--- src/rtl/toggle_pkg.sv ---
// Shared definitions for the toggle receiver: FSM state encoding and default parameter values.
package toggle_pkg;

    typedef enum logic {
        IDLE    = 1'b0,
        STRETCH = 1'b1
    } state_t;

    localparam int SYNC_STAGES_DEF = 2;
    localparam int PULSE_LEN_DEF   = 1;

endpackage

--- src/rtl/toggle_sync.sv ---
// Multi-flop synchronizer for a single asynchronous level; every stage resets to 0.
module toggle_sync #(
    parameter int STAGES = 2
) (
    input  logic clk,
    input  logic rstn,
    input  logic d,
    output logic q
);

    logic [STAGES-1:0] ff;

    // NOTE: sequential state uses non-blocking assignments so every stage samples the pre-edge value of its neighbour.
    always_ff @(posedge clk or negedge rstn) begin
        if (!rstn) begin
            ff <= '0;
        end else begin
            ff <= {ff[STAGES-2:0], d};
        end
    end

    assign q = ff[STAGES-1];

endmodule

--- src/rtl/toggle_rx.sv ---
// Toggle-event receiver: synchronizes a remote toggle, stretches a pulse per event, acknowledges by toggling back.
// Optional event counter is built only when TOGGLE_RX_CNT_EN is defined; otherwise o_cnt is tied to 0.
module toggle_rx
    import toggle_pkg::*;
#(
    parameter int SYNC_STAGES = SYNC_STAGES_DEF,
    parameter int PULSE_LEN   = PULSE_LEN_DEF,
    parameter int CNT_W       = 16
) (
    input  logic             clk,
    input  logic             rstn,
    input  logic             i_toggle,
    input  logic             clr_ovf,
    output logic             o_pulse,
    output logic             o_level,
    output logic             o_ack,
    output logic             o_busy,
    output logic             o_ovf,
    output logic [CNT_W-1:0] o_cnt
);

    localparam logic [7:0] RELOAD = 8'(PULSE_LEN - 1);

    logic       level;
    logic       level_q;
    logic       evt;
    logic       retrig;
    state_t     state;
    state_t     state_nxt;
    logic [7:0] scnt;
    logic [7:0] scnt_nxt;
    logic       ack;
    logic       ovf;

    toggle_sync #(
        .STAGES(SYNC_STAGES)
    ) u_sync (
        .clk (clk),
        .rstn(rstn),
        .d   (i_toggle),
        .q   (level)
    );

    // Any difference between the synchronized level and its one-cycle-old copy is one event.
    assign evt    = level ^ level_q;
    assign retrig = evt && (state == STRETCH);

    // NOTE: every combinational output gets a default first so no path leaves it unassigned (no latches).
    always_comb begin
        state_nxt = state;
        scnt_nxt  = scnt;
        case (state)
            IDLE: begin
                if (evt) begin
                    state_nxt = STRETCH;
                    scnt_nxt  = RELOAD;
                end
            end
            STRETCH: begin
                if (evt) begin
                    scnt_nxt = RELOAD;
                end else if (scnt == 8'd0) begin
                    state_nxt = IDLE;
                end else begin
                    scnt_nxt = scnt - 8'd1;
                end
            end
            default: begin
                state_nxt = IDLE;
            end
        endcase
    end

    always_ff @(posedge clk or negedge rstn) begin
        if (!rstn) begin
            level_q <= 1'b0;
            state   <= IDLE;
            scnt    <= 8'd0;
            ack     <= 1'b0;
            ovf     <= 1'b0;
        end else begin
            level_q <= level;
            state   <= state_nxt;
            scnt    <= scnt_nxt;
            if (evt) begin
                ack <= ~ack;
            end
            // A retrigger takes priority over a coincident clear.
            if (retrig) begin
                ovf <= 1'b1;
            end else if (clr_ovf) begin
                ovf <= 1'b0;
            end
        end
    end

`ifdef TOGGLE_RX_CNT_EN
    logic [CNT_W-1:0] cnt;

    always_ff @(posedge clk or negedge rstn) begin
        if (!rstn) begin
            cnt <= '0;
        end else if (evt) begin
            cnt <= cnt + 1'b1;
        end
    end

    assign o_cnt = cnt;
`else
    assign o_cnt = '0;
`endif

    assign o_busy  = (state == STRETCH);
    assign o_pulse = o_busy;
    assign o_level = level;
    assign o_ack   = ack;
    assign o_ovf   = ovf;

endmodule
--- config.mk ---
export PLATFORM = sky130hd
export DESIGN_NAME = toggle_rx
export DESIGN_NICKNAME = d
export VERILOG_FILES = /design/src/rtl/toggle_pkg.sv /design/src/rtl/toggle_sync.sv /design/src/rtl/toggle_rx.sv
export SDC_FILE = /design/constraint.sdc
export NUM_CORES = 1
export LEC_CHECK = 0
export ABC_AREA = 0
export CAP_MARGIN = 5
export CORE_MARGIN = 5
export CORE_UTILIZATION = 31
export CTS_BUF_LIST = sky130_fd_sc_hd__clkbuf_4
export DETAILED_ROUTE_END_ITERATION = 6
export GPL_ROUTABILITY_DRIVEN = 0
export PLACE_DENSITY = 0.69
export SETUP_SLACK_MARGIN = 0.05
export SKIP_CTS_REPAIR_TIMING = 1
export SYNTH_ARGS = -nofsm -noshare
export SYNTH_HDL_FRONTEND = slang
export SYNTH_SLANG_ARGS = --single-unit
--- constraint.sdc ---
create_clock -name clk -period 1.58 [get_ports clk]
set_clock_uncertainty 0.1 [all_clocks]
set_input_delay 0.158 -clock clk [delete_from_list [all_inputs] [get_ports clk]]
set_output_delay 0.158 -clock clk [all_outputs]
set_load 0.01 [all_outputs]
==> reports/metrics.yaml, run 1 <==
port_buffers: 8
die_h_um: 60.11
grt-ovfl-total: 0
setup_violations: 6
grt_pass1_wl_um: 2242
clockBufferDepth: 2
grt_max_degree: 15
syn_inst: 76
synth_edf_count: 0
hold_class: "in -> async"
htree_levels: 1
placed_cell_area_um2: 929.6
fin_crit_sh_pct: 110.7
cts-buffers-inserted: 3
rows: 18
clkLatencyLatePin_ns: 0.27
slowest_delay_ns: 0.56
dieArea_mm2: 0.003613
worstPathArrival_ns: 1.85
slew_viol_final: 0
ys_seq_elements: 14
die_w_um: 60.11
clkTransAtPathRegs_ns: 0.08
pin_count: 25
nNetsFinal: 108
grt_usage_pct: 7.948
p_per_area_mw_per_mm2: 720.3
rsz0062_at_grt: "true"
grt_use_met2_pct: 13.43
drt_iter0_markers: 6
cap_violations: 0
core-area_mm2: 0.002432
pre_cts_slack_ns: -0.1468
crit_type: "reg -> reg"
design_area_mm2: 0.001031
crit_chain: "or4_4 > or4_4 > a21oi_2"
setup_ws_ns: -0.1696
p_leak_nw: 0.4871
antenna_found_initial: 0
grt_use_met1_pct: 9.711
use_met3_pct: 1.944
worstSetupStartpointType: "register"
cp.required_ns: 1.68
wl_um: 1519
status: "complete, but fails checks"
drcViolationCount: 0
post-route-min-period_ns: 1.750
cp_common_cell: "or4_4"
ant_nets: 0
violations: "setup timing"
top_usage_layer: "met2"
grt_pass1_vias: 566
num_antenna_cells: 0
ir_drop_v: 0.0005940
max_clock_freq_ghz: 0.5716
yosys_warnings: 0
synth_seq_area_share_pct: 45.02
first_pass_iters: 4
hold_violations: 0
avgSynthCellArea_um2: 10.24
synthArstFlopShare_pct: 100.0
clockRootBuffer: "clkbuf_4"
cts.sinks: 14
syn2layout_area_growth_pct: 32.48
viasPerCell: 4.646
vias: 604
critPathCaptureType: "register"
initial_core_util_pct: 32.00
synthesis.area_um2: 778.2
synth-main-ff-cell: "dfrtp_1"
critPathSlowestCell: "or4_4"
cts_tree: "done"
wl_per_cell_um: 11.68
ys_types: 26
critical_path_peak_fanout: 3
drive_above_1_share_pct: 39.00
dpl.hpwl_um: 1116
## area by class of cell
class,count,area [um2]
Multi-Input combinational cell,57,410.4
Sequential cell,14,351.6
Inverter,3,11.26
Timing Repair Buffer,23,197.7
Clock buffer,3,22.52
Fill cell,236,1401
Tap cell,30,37.54
## metal layers
| metal | vias to the layer above | wire length [um] | part of all wire, % |
|---|---|---|---|
| met2 | 26 | 753 | 50 |
| met1 | 298 | 630 | 41 |
| met5 | - | 0 | 0 |
| li1 | 280 | - | - |
| met4 | 0 | 0 | 0 |
| met3 | 0 | 135 | 8.9 |
## stage by stage
| step | TNS, ns | instances | util [%] | hold slack [ns] | power [mW] |
|---|---|---|---|---|---|
| after global placement | -0.2018 | 126 | 38.22 | 0.2331 | 0.5570 |
| after floorplan | -0.2085 | 91 | - | -0.2376 | 0.5036 |
| final | -0.4671 | 130 | 42.39 | 0.08695 | 0.7426 |
| after CTS | -0.4434 | 129 | 39.15 | 0.08886 | 0.7421 |
| after global routing | -0.8777 | 130 | 42.39 | 0.09660 | 0.7808 |
| after detailed placement | -0.3209 | 126 | 38.22 | 0.2381 | 0.5572 |
## worst max-delay path, delay by kind of cell (launching register included)
family           cells  cell delay [ns]
AO/OA/AOI/OAI        1             0.14
flip-flops           1             0.39
AND/OR/NAND/NOR      2             1.06
## final timing paths
path                              start      endpoint  slack, ns  cells after the start
max                             scnt[3]       scnt[6]      -0.17                      3
max reg2reg                     scnt[3]       scnt[6]      -0.17                      3
min in group clk               i_toggle  u_sync.ff[0]       0.23                      1
max in group asynchronous          rstn  u_sync.ff[1]       1.11                      2
min reg2reg                u_sync.ff[0]  u_sync.ff[1]       0.25                      0
min                                rstn         o_ovf       0.09                      2
## flip-flops by register name, indices dropped and copies added, names as in the netlist
register	cells
scnt	8
u_sync.ff	2
level_q	1
o_ack	1
o_busy	1
o_ovf	1
## cell usage in the layout, fill, tap and decap left out, types with 2 or more instances in the layout
cell	instances
a211oi_2	2
o21ai_0	4
or4_4	3
clkdlybuf4s50_1	6
clkbuf_4	3
mux2i_1	2
a21oi_2	4
inv_2	2
nand2_1	7
dlymetal6s2s_1	2
buf_4	15
conb_1	16
dfrtp_1	13
xnor2_1	2
## report_power, final
group | leakage (nW) | switching, mW | internal [mW] | total, mW
Clock | 0.0138 | 0.0988 | 0.0879 | 0.187
Combinational | 0.292 | 0.0830 | 0.0756 | 0.159
Sequential | 0.181 | 0.0152 | 0.382 | 0.397
## synthesized netlist by cell type, types with 2 or more instances
library cell,instances,area share [%]
buf_4,17,16
dfrtp_1,14,45
nand2_1,8,3.9
a21oi_1,5,3.2
o21ai_0,4,2.6
inv_1,3,1.4
a211oi_1,2,1.9
ha_1,2,3.2
mux2i_1,2,2.6
or4_1,2,1.9
xnor2_1,2,2.3
## kinds of logic after synthesis
kind of cell               Yosys count  synth area share (%)
adders and majority gates            2                 3.215
muxes                                2                 2.572
xor gates and xnor gates             3                 3.377
buffers and inverters               20                 17.85
other                                1                0.4819
and+or+nand+nor                     18                 13.51
AOI/OAI and AO/OA                   16                 13.99
DFF                                 14                 45.02
No activity file was read; power rests on OpenSTA's default activity.
==> inputs of run 2 (changes only) <==
ABC_AREA = 1   (was 0)
PLACE_DENSITY = default   (was 0.69)
PLACE_DENSITY_LB_ADDON = 0.05   (was default)
==> run 2 against run 1 <==
  * The run now ends clean
  * Via count up 3.5%
  * Critical path type is now reg -> out
  * Synthesized area is 16% higher
  * Total power rose to 2.5 times the previous value
  * Flip-flop and latch count unchanged
  * Register-to-register slack better by 0.35 ns
==> reports/metrics.yaml, run 2 <==
clockBufferDepth: 2  # unchanged
placed_cell_area_um2: 957.2  # +3.0%
p_switching_uw: 875.2  # +340%
num_antenna_cells: 0  # unchanged
synth_edf_count: 0  # unchanged
grt_pass1_wl_um: 2870  # +28%
viasPerCell: 4.223  # -9.1%
status: "completed"
final_common_cell: "nand2_1"
antenna_found_initial: 0  # unchanged
core-area_mm2: 0.002781  # +14%
clkTransAtPathRegs_ns: 0.09  # about the same
top_regs: "scnt x8, u_sync.ff x2"
critPathBufInv: 1  # +1
grt_pass1_vias: 642  # +13%
critical_path_peak_fanout: 2  # -1
fin_crit_sh_pct: 91.99  # -19 points
largest_register: "scnt"
initial_core_util_pct: 32.43  # +0.44 points
drive_above_1_share_pct: 22.22  # -17 points
cts_tree: "done"
fin_tns_setup_ns: 0  # +0.4671 ns
yosys.area.top_type: "dfrtp_1"
drcViolationCount: 0  # unchanged
grt_usage_pct: 8.804  # +0.86 points
critPathCaptureType: "output pin"
ys_seq_elements: 14  # unchanged
synth_most_common_cell: "nand2_1"
wl_um: 1628  # +7.2%
design_area_um2: 999.7  # -3.0%
critPathSlowestCell: "clkdlybuf4s50_1"
clkLatencyLatePin_ns: 0.28  # about the same
port_buffers: 8  # unchanged
slew_viol_final: 0  # unchanged
syn2layout_area_growth_pct: 10.82
crit_chain: "clkdlybuf4s50_1"
cap_violations: 0  # unchanged
max_clock_freq_ghz: 0.6880  # +20%
p_leak_nw: 0.5220  # +7.2%
ant_nets: 0  # unchanged
htree_levels: 1  # unchanged
pin_count: 25  # unchanged
rows: 19  # +1
intPower_mw: 1.004  # +84%
hold_class: "in -> async"
reg2reg_depth: 8  # +5
cp.depth: 1  # -2
vias: 625  # +3.5%
synth-main-ff-cell: "dfrtp_1"
cp.required_ns: 1.32  # -0.36 ns
cp-endpoint: "o_ack"
yosys-top-cells-count: "nand2_1 (23), buf_4 (17), dfrtp_1 (14)"
crit_family: "buffers and inverters"
syn_inst: 105  # +38%
final_util_pct: 35.94  # -6.4 points
setup_violations: 0  # -6
ys_types: 22  # -15%
post-route-min-period_ns: 1.454  # -0.2961 ns
rsz0062_at_grt: "false"
reg2reg_to: "scnt[2]"
power_frac_comb_pct: 56.7  # +35 points
first_pass_iters: 2  # -2
die_h_um: 63.95  # +6.4%
drt_iter0_markers: 19  # +13
seqPwrFrac_pct: 32.0  # -22 points
avgSynthCellArea_um2: 8.592  # -16%
synth_top_area_share_pct: 38.83  # -6.2 points
most-common-layout-cells: "nand2_1 (23), conb_1 (16), dfrtp_1 (13)"
slowest_delay_ns: 0.55  # about the same
die_w_um: 63.95  # +6.4%
cts.sinks: 14  # unchanged
cts-buffers-inserted: 3  # unchanged
critPathLaunch: "o_ack"
yosys_warnings: 0  # unchanged
hold_violations: 0  # unchanged
synth_area_leaders: "dfrtp_1 (39%), buf_4 (14%), nand2_1 (9.6%)"
nNetsFinal: 124  # +15%
clockRootBuffer: "clkbuf_4"
rr_startpoint: "scnt[0]"
grt_max_degree: 15  # unchanged
dpl.hpwl_um: 1284  # +15%
synth_seq_area_share_pct: 38.83  # -6.2 points
crit_type: "reg -> out"
ir_drop_v: 0.001009  # +70%
largest_register_ffs: 8  # unchanged
worstPathArrival_ns: 1.20  # -0.65 ns
dieArea_mm2: 0.004089  # +13%
p_per_area_mw_per_mm2: 1880  # +160%
p_clk_share_pct: 11.3  # -14 points
swShare_pct: 46.56  # +20 points
rrSetupSlack_ns: 0.18  # +0.35 ns
worstSetupStartpointType: "register"
synthArstFlopShare_pct: 100.0  # unchanged
wl_per_cell_um: 11.00  # -5.9%
synthesis.area_um2: 902.1  # +16%
grt-ovfl-total: 0  # unchanged
run 2: cell count changes in the layout (fill, tap and decap cells not counted), moves of 3 or more:
| cell | delta |
|---|---|
| nand2_1 | +16 |
| nand3_1 | +4 |
| o21ai_0 | -4 |
| buf_4 | -13 |
| nor2_1 | +7 |
| inv_1 | +7 |
| nor2_2 | +5 |
| or4_4 | -3 |
run 2: kinds of logic (layout without fill, tap and decap cells):
logic type / Yosys count / count (layout) / share of synthesized area, %
AOI/OAI and AO/OA: 8 / 8 / 7.489
other: 1 / 16 / 0.4157
DFF: 14 / 14 / 38.84
and+or+nand+nor: 49 / 49 / 28.85
buffers and inverters: 28 / 25 / 18.72
adders and majority gates: 2 / 2 / 2.773
xor gates and xnor gates: 3 / 3 / 2.913
run 2: per-layer routing:
layer | up-vias | track usage (%) | part of all wire, %
li1 | 316 | - | -
met1 | 281 | 10.88 | 47
met2 | 24 | 13.19 | 43
met3 | 4 | 3.853 | 7.7
met4 | 0 | 3.896 | 1.3
met5 | - | 0 | 0
run 2: worst min-delay path by stage:
stage	startpoint	slack, ns	end
finish	rstn	0.08	scnt[3]
global route	rstn	0.09	u_sync.ff[1]
CTS	rstn	0.08	u_sync.ff[0]
detailed placement	u_sync.ff[0]	0.25	u_sync.ff[1]
global placement	u_sync.ff[0]	0.23	u_sync.ff[1]
floorplan	rstn	-0.24	level_q
run 2: power groups by stage:
stage	Clock (mW)	Combinational, mW	Sequential, mW
after floorplan	0	0.841	0.603
after global placement	0	1.07	0.617
after detailed placement	0	1.05	0.617
after CTS	0.227	1.05	0.612
after global routing	0.247	1.20	0.624
final	0.212	1.07	0.601
run 2: area by class of cell:
type | instances | area (um2)
inverters | 11 | 41.29
clock buffers | 3 | 22.52
clock inverters | 1 | 3.754
fillers | 301 | 1782
well taps | 31 | 38.79
multi-input cells | 78 | 439.2
flip-flops and latches | 14 | 351.6
repair buffers | 10 | 102.6
run 2: through the flow:
step / cells / setup WS (ns) / power [mW] / hold slack [ns]
floorplan: 120 / 0.2500 / 1.445 / -0.2376
global placement: 143 / 0.1794 / 1.692 / 0.2343
detailed placement: 143 / 0.1716 / 1.667 / 0.2491
CTS: 147 / -0.05003 / 1.892 / 0.08166
global route: 148 / 0.05792 / 2.073 / 0.09239
finish: 148 / 0.1265 / 1.880 / 0.08011
